<file path="src/rtl/cdc_handshake_tx.sv">
// cdc_handshake_tx: source side of a toggle req/ack bus crossing.
// Holds one word on xfer_data while xfer_req toggles and ack returns.
module cdc_handshake_tx #(
  parameter int WIDTH = 32,
  parameter int SYNC_STAGE = 3,
  parameter int TIMEOUT_CYCLES = 1023,
  parameter logic [WIDTH-1:0] RESET_INIT_VALUE = {WIDTH{1'b0}}
) (
  input  logic             clk_sync,
  input  logic             rstn_sync,
  input  logic [WIDTH-1:0] in_data,
  input  logic             in_valid,
  output logic             in_ready,
  output logic [WIDTH-1:0] xfer_data,
  output logic             xfer_req,
  input  logic             xfer_ack,
  output logic             busy,
  output logic             done,
  output logic             timeout_err,
  input  logic             err_clr
);

  localparam int CW =
    (TIMEOUT_CYCLES > 0) ? $clog2(TIMEOUT_CYCLES + 1) : 1;
  localparam logic [CW-1:0] TMAX = CW'(TIMEOUT_CYCLES);
  localparam logic [CW-1:0] TPRE = CW'(TIMEOUT_CYCLES - 1);
  localparam logic [CW-1:0] ONE  = CW'(1);

  typedef enum logic {
    IDLE     = 1'b0,
    WAIT_ACK = 1'b1
  } state_t;

  state_t                r_state;
  state_t                w_state_nxt;
  logic [SYNC_STAGE-1:0] r_ack_sync;
  logic [WIDTH-1:0]      r_data;
  logic                  r_req;
  logic [CW-1:0]         r_cnt;
  logic                  r_done;
  logic                  r_err;
  logic                  w_ack_s;
  logic                  w_accept;
  logic                  w_complete;
  logic                  w_to_hit;

  assign w_ack_s = r_ack_sync[SYNC_STAGE-1];

  assign w_to_hit = (TIMEOUT_CYCLES != 0) &&
                    (r_state == WAIT_ACK) &&
                    (r_cnt == TPRE);

  // state register
  always_ff @(posedge clk_sync or negedge rstn_sync) begin
    if (!rstn_sync) r_state <= IDLE;
    else            r_state <= w_state_nxt;
  end

  // accept in IDLE, finish once synced ack matches the request
  always_comb begin
    w_state_nxt = r_state;
    w_accept    = 1'b0;
    w_complete  = 1'b0;
    unique case (r_state)
      IDLE: begin
        if (in_valid) begin
          w_accept    = 1'b1;
          w_state_nxt = WAIT_ACK;
        end
      end
      WAIT_ACK: begin
        if (w_ack_s == r_req) begin
          w_complete  = 1'b1;
          w_state_nxt = IDLE;
        end
      end
    endcase
  end

  // plain flop chain bringing xfer_ack into this domain
  always_ff @(posedge clk_sync or negedge rstn_sync) begin
    if (!rstn_sync) r_ack_sync <= '0;
    else r_ack_sync <= {r_ack_sync[SYNC_STAGE-2:0], xfer_ack};
  end

  // word and toggle change together, only on accept
  always_ff @(posedge clk_sync or negedge rstn_sync) begin
    if (!rstn_sync) begin
      r_data <= RESET_INIT_VALUE;
      r_req  <= 1'b0;
    end else if (w_accept) begin
      r_data <= in_data;
      r_req  <= ~r_req;
    end
  end

  // wait-time counter, saturating
  always_ff @(posedge clk_sync or negedge rstn_sync) begin
    if (!rstn_sync) begin
      r_cnt <= '0;
    end else if (w_accept) begin
      r_cnt <= '0;
    end else if (r_state == WAIT_ACK && r_cnt != TMAX) begin
      r_cnt <= r_cnt + ONE;
    end
  end

  // done pulse and sticky timeout flag (set beats clear)
  always_ff @(posedge clk_sync or negedge rstn_sync) begin
    if (!rstn_sync) begin
      r_done <= 1'b0;
      r_err  <= 1'b0;
    end else begin
      r_done <= w_complete;
      r_err  <= w_to_hit | (r_err & ~err_clr);
    end
  end

  assign in_ready    = (r_state == IDLE);
  assign busy        = (r_state == WAIT_ACK);
  assign xfer_data   = r_data;
  assign xfer_req    = r_req;
  assign done        = r_done;
  assign timeout_err = r_err;

endmodule

</file>
<file path="config.mk">
export PLATFORM = sky130hd
export DESIGN_NAME = cdc_handshake_tx
export DESIGN_NICKNAME = d
export VERILOG_FILES = /design/src/rtl/cdc_handshake_tx.sv
export SDC_FILE = /design/constraint.sdc
export NUM_CORES = 1
export LEC_CHECK = 0
export CELL_PAD_IN_SITES_DETAIL_PLACEMENT = 0
export CELL_PAD_IN_SITES_GLOBAL_PLACEMENT = 2
export CORE_UTILIZATION = 25
export DETAILED_ROUTE_END_ITERATION = 6
export PLACE_DENSITY_LB_ADDON = 0.1
export SLEW_MARGIN = 20
export SYNTH_ARGS = -nofsm -noshare
export SYNTH_HDL_FRONTEND = slang
export SYNTH_SLANG_ARGS = --single-unit
</file>
<file path="constraint.sdc">
create_clock -name clk_sync -period 1.7 [get_ports clk_sync]
set_input_delay 0.34 -clock clk_sync [delete_from_list [all_inputs] [get_ports clk_sync]]
set_output_delay 0.34 -clock clk_sync [all_outputs]
set_load 0.01 [all_outputs]
</file>
==> flow_summary_export.csv, run 1 <==
group,metric,value,unit
timing,final_max_slew_viol_count,0,
cells_and_area,fin_cells,402,
place,place_hpwl,3520,um
pwr,peakVddDrop,0.000537,V
synthesis,synthesis.nets,255,
cells_and_area,num_antenna_cells,0,
setup_path,cp.required,1360,ps
floorplanning,core-area,7810,um2
setup_path,start_kind,"register",
floorplanning,ios,74,
timing,hold_viol,0,
setup_path,worst-path-buf-inv,1,
setup_path,cp_cell_sequence,"clkdlybuf4s50_1",
global_route,grt.overflow.total,0,
clock_network,cts_buffers,5,
synthesis,syn_inst,216,
min_path,hold_end,"r_ack_sync[2]$_DFF_PN0_",
routing,wl,4920,um
routing,vias,1662,
clock_network,clk_pin_slew,90,ps
pwr,finalPower,4.63,mW
synthesis,synth_edf_count,0,
timing,skew,7.39,ps
routing,drt_iter0_markers,38,
setup_path,path_class,"register to output port",
min_path,hp-class,"register to register",
place,place_congestion,0.741,
pwr,p_int,3.00,mW
clock_network,postCtsSetupBuffers,0,
synthesis,synth_most_common_cell,"nand2_1",
floorplanning,initial_core_util,0.261,
synthesis,synth.avg_cell_area,9.42,um2
synthesis,synthFlopType,"dfrtp_1",
floorplanning,dieArea,8510,um2
floorplanning,die_h,92.2,um
global_route,grt_pass1_vias,1681,
setup_path,max_stage_delay,550,ps
place,placedCellCount,393,
routing,routedWlPerCell,12.2,um
timing,fmax,632,MHz
pwr,p_seq_frac,0.413,
cells_and_area,regArea,1230,um2
timing,setup_viol,0,
setup_path,worst_r2r_endpoint,"r_cnt[1]$_DFFE_PN0P_",
timing,rsz0062_at_grt,"false",
setup_path,crit_fanout,3,
clock_network,clock_latency,300,ps
routing,antenna_left,0,
routing,via_per_inst,4.13,
clock_network,root_buffer,"clkbuf_8",
setup_path,arrival,1240,ps
place,port_buffers,73,
synthesis,synth-seq-area-share,0.602,
synthesis,synth_warnings,0,
pwr,switching_power,1.63,mW
min_path,min_from,"r_ack_sync[1]$_DFF_PN0_",
clock_network,cts-htree-levels,2,
clock_network,cts_buffer_depth,2,
synthesis,yosys.area.top_type,"dfrtp_1",
floorplanning,die_w,92.2,um
synthesis,synth-seq-cells,49,
timing,fin_crit_sh,0.931,
setup_path,slowest_stage,"clkdlybuf4s50_1",
cells_and_area,fin_area,3040,um2
synthesis,ys_types,31,
pwr,netSwitchingFraction,0.351,
global_route,grt_max_degree,43,
clock_network,cts_tree,"yes",
pwr,combPwrFrac,0.440,
synthesis,syn-cell-area,2040,um2
job,maxCapViolCount,0,
synthesis,synth.area.top_cells,"dfrtp_1 (60%), nand2_1 (19%), o21ai_1 (1.5%)",
floorplanning,row_count,32,
timing,tightest_slew,283,ps
timing,max_slew_margin,0.811,
global_route,grt_pass1_wl,8180,um
cells_and_area,post-route-util,0.389,
place,post_dp_cell_area,2940,um2
routing,firstDrtPassIters,4,
clock_network,clock-sinks,49,
global_route,grt_usage,0.123,
cells_and_area,area_growth,49.4,%
cells_and_area,layout-drive-gt1-share,0.0900,
pwr,p_leak,1.43,nW
setup_path,rrSetupSlack,230,ps
setup_path,worstReg2RegStart,"r_cnt[1]$_DFFE_PN0P_",
min_path,hold_depth,0,
synthesis,yosysTopAreaCellShare,0.602,
timing,tns,0,ps
setup_path,endpoint_kind,"output port",
timing,post-route-min-period,1580,ps
global_route,antenna_found_initial,0,
pwr,p_per_area,1520,nW/um2
synthesis,synth_common_cells,"nand2_1 (101), dfrtp_1 (49), nor2_1 (8), o21ai_1 (6)",
synthesis,async_flop_share,1.00,
cells_and_area,nets,338,
cells_and_area,multi_input_area,763,um2
routing,drc,0,
cells_and_area,fillers,818,
setup_path,critPathTopFamily,"buffers and inverters",
pwr,power_frac_clock,0.147,
setup_path,r2r_cells,5,
status,status,"completed",
==> logic make-up after synthesis <==
family          after synthesis  share of synthesized area
simple gates                128                      0.276
flops                        49                      0.602
compound gates               20                     0.0633
buf+inv                      12                     0.0240
xor+xnor                      4                     0.0172
fa+ha+maj                     2                     0.0123
mux                           1                    0.00492
==> placed cells by master (no fill, tap or decap), drive strengths merged, types with 3 or more instances in the layout <==
cell type / instances
nand2: 102
clkdlybuf4s50: 71
dfrtp: 49
buf: 10
nor2: 9
nor3: 7
o21ai: 6
clkbuf: 6
inv: 6
a21oi: 5
nand3: 5
xor2: 3
a31oi: 3
==> layout make-up <==
cell class,count,area share
timing repair buffer,83,0.269
clock buffer,6,0.0239
sequential,49,0.403
clock inverter,2,0.00453
tap,102,0.0420
inverter,5,0.00617
multi-input combinational,155,0.251
==> flip-flops by register name (all words and copies together), names as in the netlist <==
name	count
busy	1
xfer_data	32
r_cnt	10
done	1
r_ack_sync	3
timeout_err	1
xfer_req	1
==> per-stage QoR <==
stage | hold slack [ps] | worst slack [ps]
5_1_grt | 369 | 43.1
6_report | 352 | 116
3_3_place_gp | 207 | 117
2_1_floorplan | 44.4 | 290
3_5_place_dp | 206 | 131
4_1_cts | 358 | 32.3
==> routing by layer <==
layer  share of wire  global-route usage  vias to the layer above  wire length, um
met1            0.48               0.164                      747             2350
met4           0.011              0.0313                        0               55
li1                -                   -                      857                -
met5               0                   0                        -                0
met2            0.44               0.187                       51             2140
met3           0.075              0.0489                        7              370
==> power by group through the flow <==
stage	logic, mW	registers, mW	clock network [mW]
floorplan	0.679	2.10	0
global placement	2.07	1.94	0
detailed placement	2.08	1.92	0
CTS	2.08	1.92	0.722
global route	2.26	1.98	0.762
finish	2.03	1.91	0.680
==> worst max path at each step <==
stage / from / end / slack, ps / depth (start not counted)
after floorplan: r_cnt[1]$_DFFE_PN0P_ / r_cnt[1]$_DFFE_PN0P_ / 290 / 5
after global placement: in_valid / r_cnt[7]$_DFFE_PN0P_ / 120 / 5
after detailed placement: in_valid / xfer_data[24]$_DFFE_PN0P_ / 130 / 6
after CTS: busy$_DFF_PN0_ / in_ready / 30 / 2
after global routing: xfer_req$_DFFE_PN0P_ / xfer_req / 40 / 1
final: xfer_req$_DFFE_PN0P_ / xfer_req / 120 / 1
==> what timing repair did <==
action,CTS,global route
gates resized for setup,0,1
endpoints found under the setup margin,0,1
hold buffers,1,0
endpoints found under the hold margin,7,0
No activity file was read; power rests on OpenSTA's default activity.
==> run 2, diff against run 1 <==
REMOVE_ABC_BUFFERS = 1   (was default)
==> flow_summary_export.csv, run 2 (synthesized netlist as in run 1, its figures left out) <==
group,metric,value,unit
floorplanning,core-area,7810,um2
setup_path,rrSetupSlack,250,ps
cells_and_area,area_growth,50.1,%
min_path,min_from,"r_ack_sync[1]$_DFF_PN0_",
global_route,grt_max_degree,34,
floorplanning,ios,74,
job,maxCapViolCount,0,
global_route,use_met1,0.177,
cells_and_area,layout-drive-gt1-share,0.0930,
setup_path,path_class,"register to output port",
setup_path,endpoint_kind,"output port",
floorplanning,die_h,92.2,um
routing,via_per_inst,4.25,
setup_path,cp.required,1360,ps
timing,final_max_slew_viol_count,0,
routing,vias,1713,
cells_and_area,nets,339,
setup_path,cp_cell_sequence,"clkdlybuf4s50_1",
place,port_buffers,73,
setup_path,worst_r2r_endpoint,"r_cnt[1]$_DFFE_PN0P_",
pwr,peakVddDrop,0.000446,V
routing,wl,5210,um
clock_network,clock-sinks,49,
setup_path,r2r_cells,5,
clock_network,root_buffer,"clkbuf_8",
pwr,p_leak,1.42,nW
routing,drt_iter0_markers,26,
timing,skew,3.08,ps
status,status,"completed",
clock_network,cts-htree-levels,2,
global_route,met2_usage,0.215,
floorplanning,die_w,92.2,um
timing,post-route-min-period,1600,ps
min_path,hold_depth,0,
setup_path,max_stage_delay,550,ps
timing,fmax,624,MHz
clock_network,cts_buffers,5,
cells_and_area,final_cell_mix,"nand2_1 (101), clkdlybuf4s50_1 (71), dfrtp_1 (48), buf_4 (8), nor2_1 (7)",
setup_path,start_kind,"register",
timing,fin_crit_sh,0.943,
routing,antenna_left,0,
place,place_ws,183,ps
timing,setup_viol,0,
floorplanning,row_count,32,
setup_path,crit_fanout,3,
pwr,p_per_area,1530,nW/um2
global_route,grt_pass1_wl,9030,um
timing,timing.hold.ws,355,ps
clock_network,cts_buffer_depth,2,
global_route,antenna_found_initial,0,
routing,firstDrtPassIters,4,
setup_path,arrival,1260,ps
timing,tightest_slew,420,ps
floorplanning,initial_core_util,0.261,
min_path,hold_end,"r_ack_sync[2]$_DFF_PN0_",
cells_and_area,largest_reg_flops,32,
place,place_hpwl,3650,um
clock_network,clock_latency,300,ps
setup_path,critPathTopFamily,"buffers and inverters",
setup_path,worstReg2RegStart,"r_cnt[0]$_DFFE_PN0P_",
cells_and_area,layout_commonest_cell,"nand2_1",
global_route,top_usage_layer,"met2",
routing,drc,0,
place,place_congestion,0.730,
global_route,grt_pass1_vias,1741,
timing,fin_ws,97.0,ps
global_route,grt_usage,0.136,
timing,max_slew_margin,0.719,
cells_and_area,num_antenna_cells,0,
min_path,hp-class,"register to register",
clock_network,cts_tree,"yes",
setup_path,slowest_stage,"clkdlybuf4s50_1",
timing,rsz0062_at_grt,"false",
setup_path,worst-path-buf-inv,1,
clock_network,clk_pin_slew,90,ps
routing,routedWlPerCell,12.9,um
timing,hold_viol,0,
global_route,grt_util_met3,0.0456,
global_route,grt.overflow.total,0,
floorplanning,dieArea,8510,um2
## run 2: cell types whose count changed in the layout (fill, tap and decap cells not counted)
cell and delta:
buf_12 +1, clkbuf_1 +1, clkinv_2 -1, clkinvlp_4 +1
dfrtp_1 -1, dfrtp_2 +1, dlygate4sd2_1 +1, dlymetal6s2s_1 -1
inv_6 -1
## run 2: worst reg2reg max path, stage by stage (launching register included)
cell and delay (ps):
dfrtp_1 420, ha_1 250, nand4_4 130, nor3_4 260, mux2i_1 220, o21ai_1 70
## run 2: power by group
group,total (mW),internal (mW),switching [mW],leakage (nW)
logic,2.07,1.12,0.956,0.765
registers,1.91,1.61,0.296,0.615
clock network,0.683,0.292,0.391,0.0385
## run 2: cell type report
type | instances | area, um2
Multi-Input combinational cell | 155 | 763
Sequential cell | 49 | 1230
Clock buffer | 7 | 76.3
Clock inverter | 1 | 7.51
Fill cell | 820 | 4750
Timing Repair Buffer | 84 | 835
Tap cell | 102 | 128
Inverter | 5 | 18.8
## run 2: repair_timing
| action | 4_1_cts | 5_1_grt |
|---|---|---|
| buffers inserted | 1 | 0 |
| hold endpoints to repair | 13 | 0 |
| hold buffers | 1 | 0 |
| gates resized for setup | 2 | 0 |
| endpoints found under the setup margin | 1 | 0 |
## run 2: layer usage
metal  routed length (um)  part of all wire
met1                 2360              0.45
met2                 2410              0.46
met3                  372             0.071
met4                   59             0.011
met5                    0                 0
## run 2: worst max-delay path by stage
stage	from	end	slack (ps)	depth (start not counted)
finish	xfer_req$_DFFE_PN0P_	xfer_req	100	1
floorplan	busy$_DFF_PN0_	r_cnt[7]$_DFFE_PN0P_	-160	2
detailed placement	in_valid	r_cnt[7]$_DFFE_PN0P_	180	5
global placement	in_valid	xfer_data[1]$_DFFE_PN0P_	190	6
global route	xfer_data[13]$_DFFE_PN0P_	xfer_data[13]	50	1
CTS	xfer_req$_DFFE_PN0P_	xfer_req	70	1
## run 2: stage by stage
step	util	std cells	setup TNS (ps)	area [um2]	power (mW)
after CTS	0.391	403	0	3060	4.77
after floorplan	-	209	-3580	2010	2.74
after detailed placement	0.378	393	0	2950	4.04
after global routing	0.391	403	0	3060	5.07
after global placement	0.378	393	0	2950	4.04
final	0.391	403	0	3060	4.67
==> run 3, diff against run 2 <==
ABC_CLOCK_PERIOD_IN_PS = 1700   (was default)
==> results of run 3 <==
Final layout, timing and power as in run 2 (identical DEF).
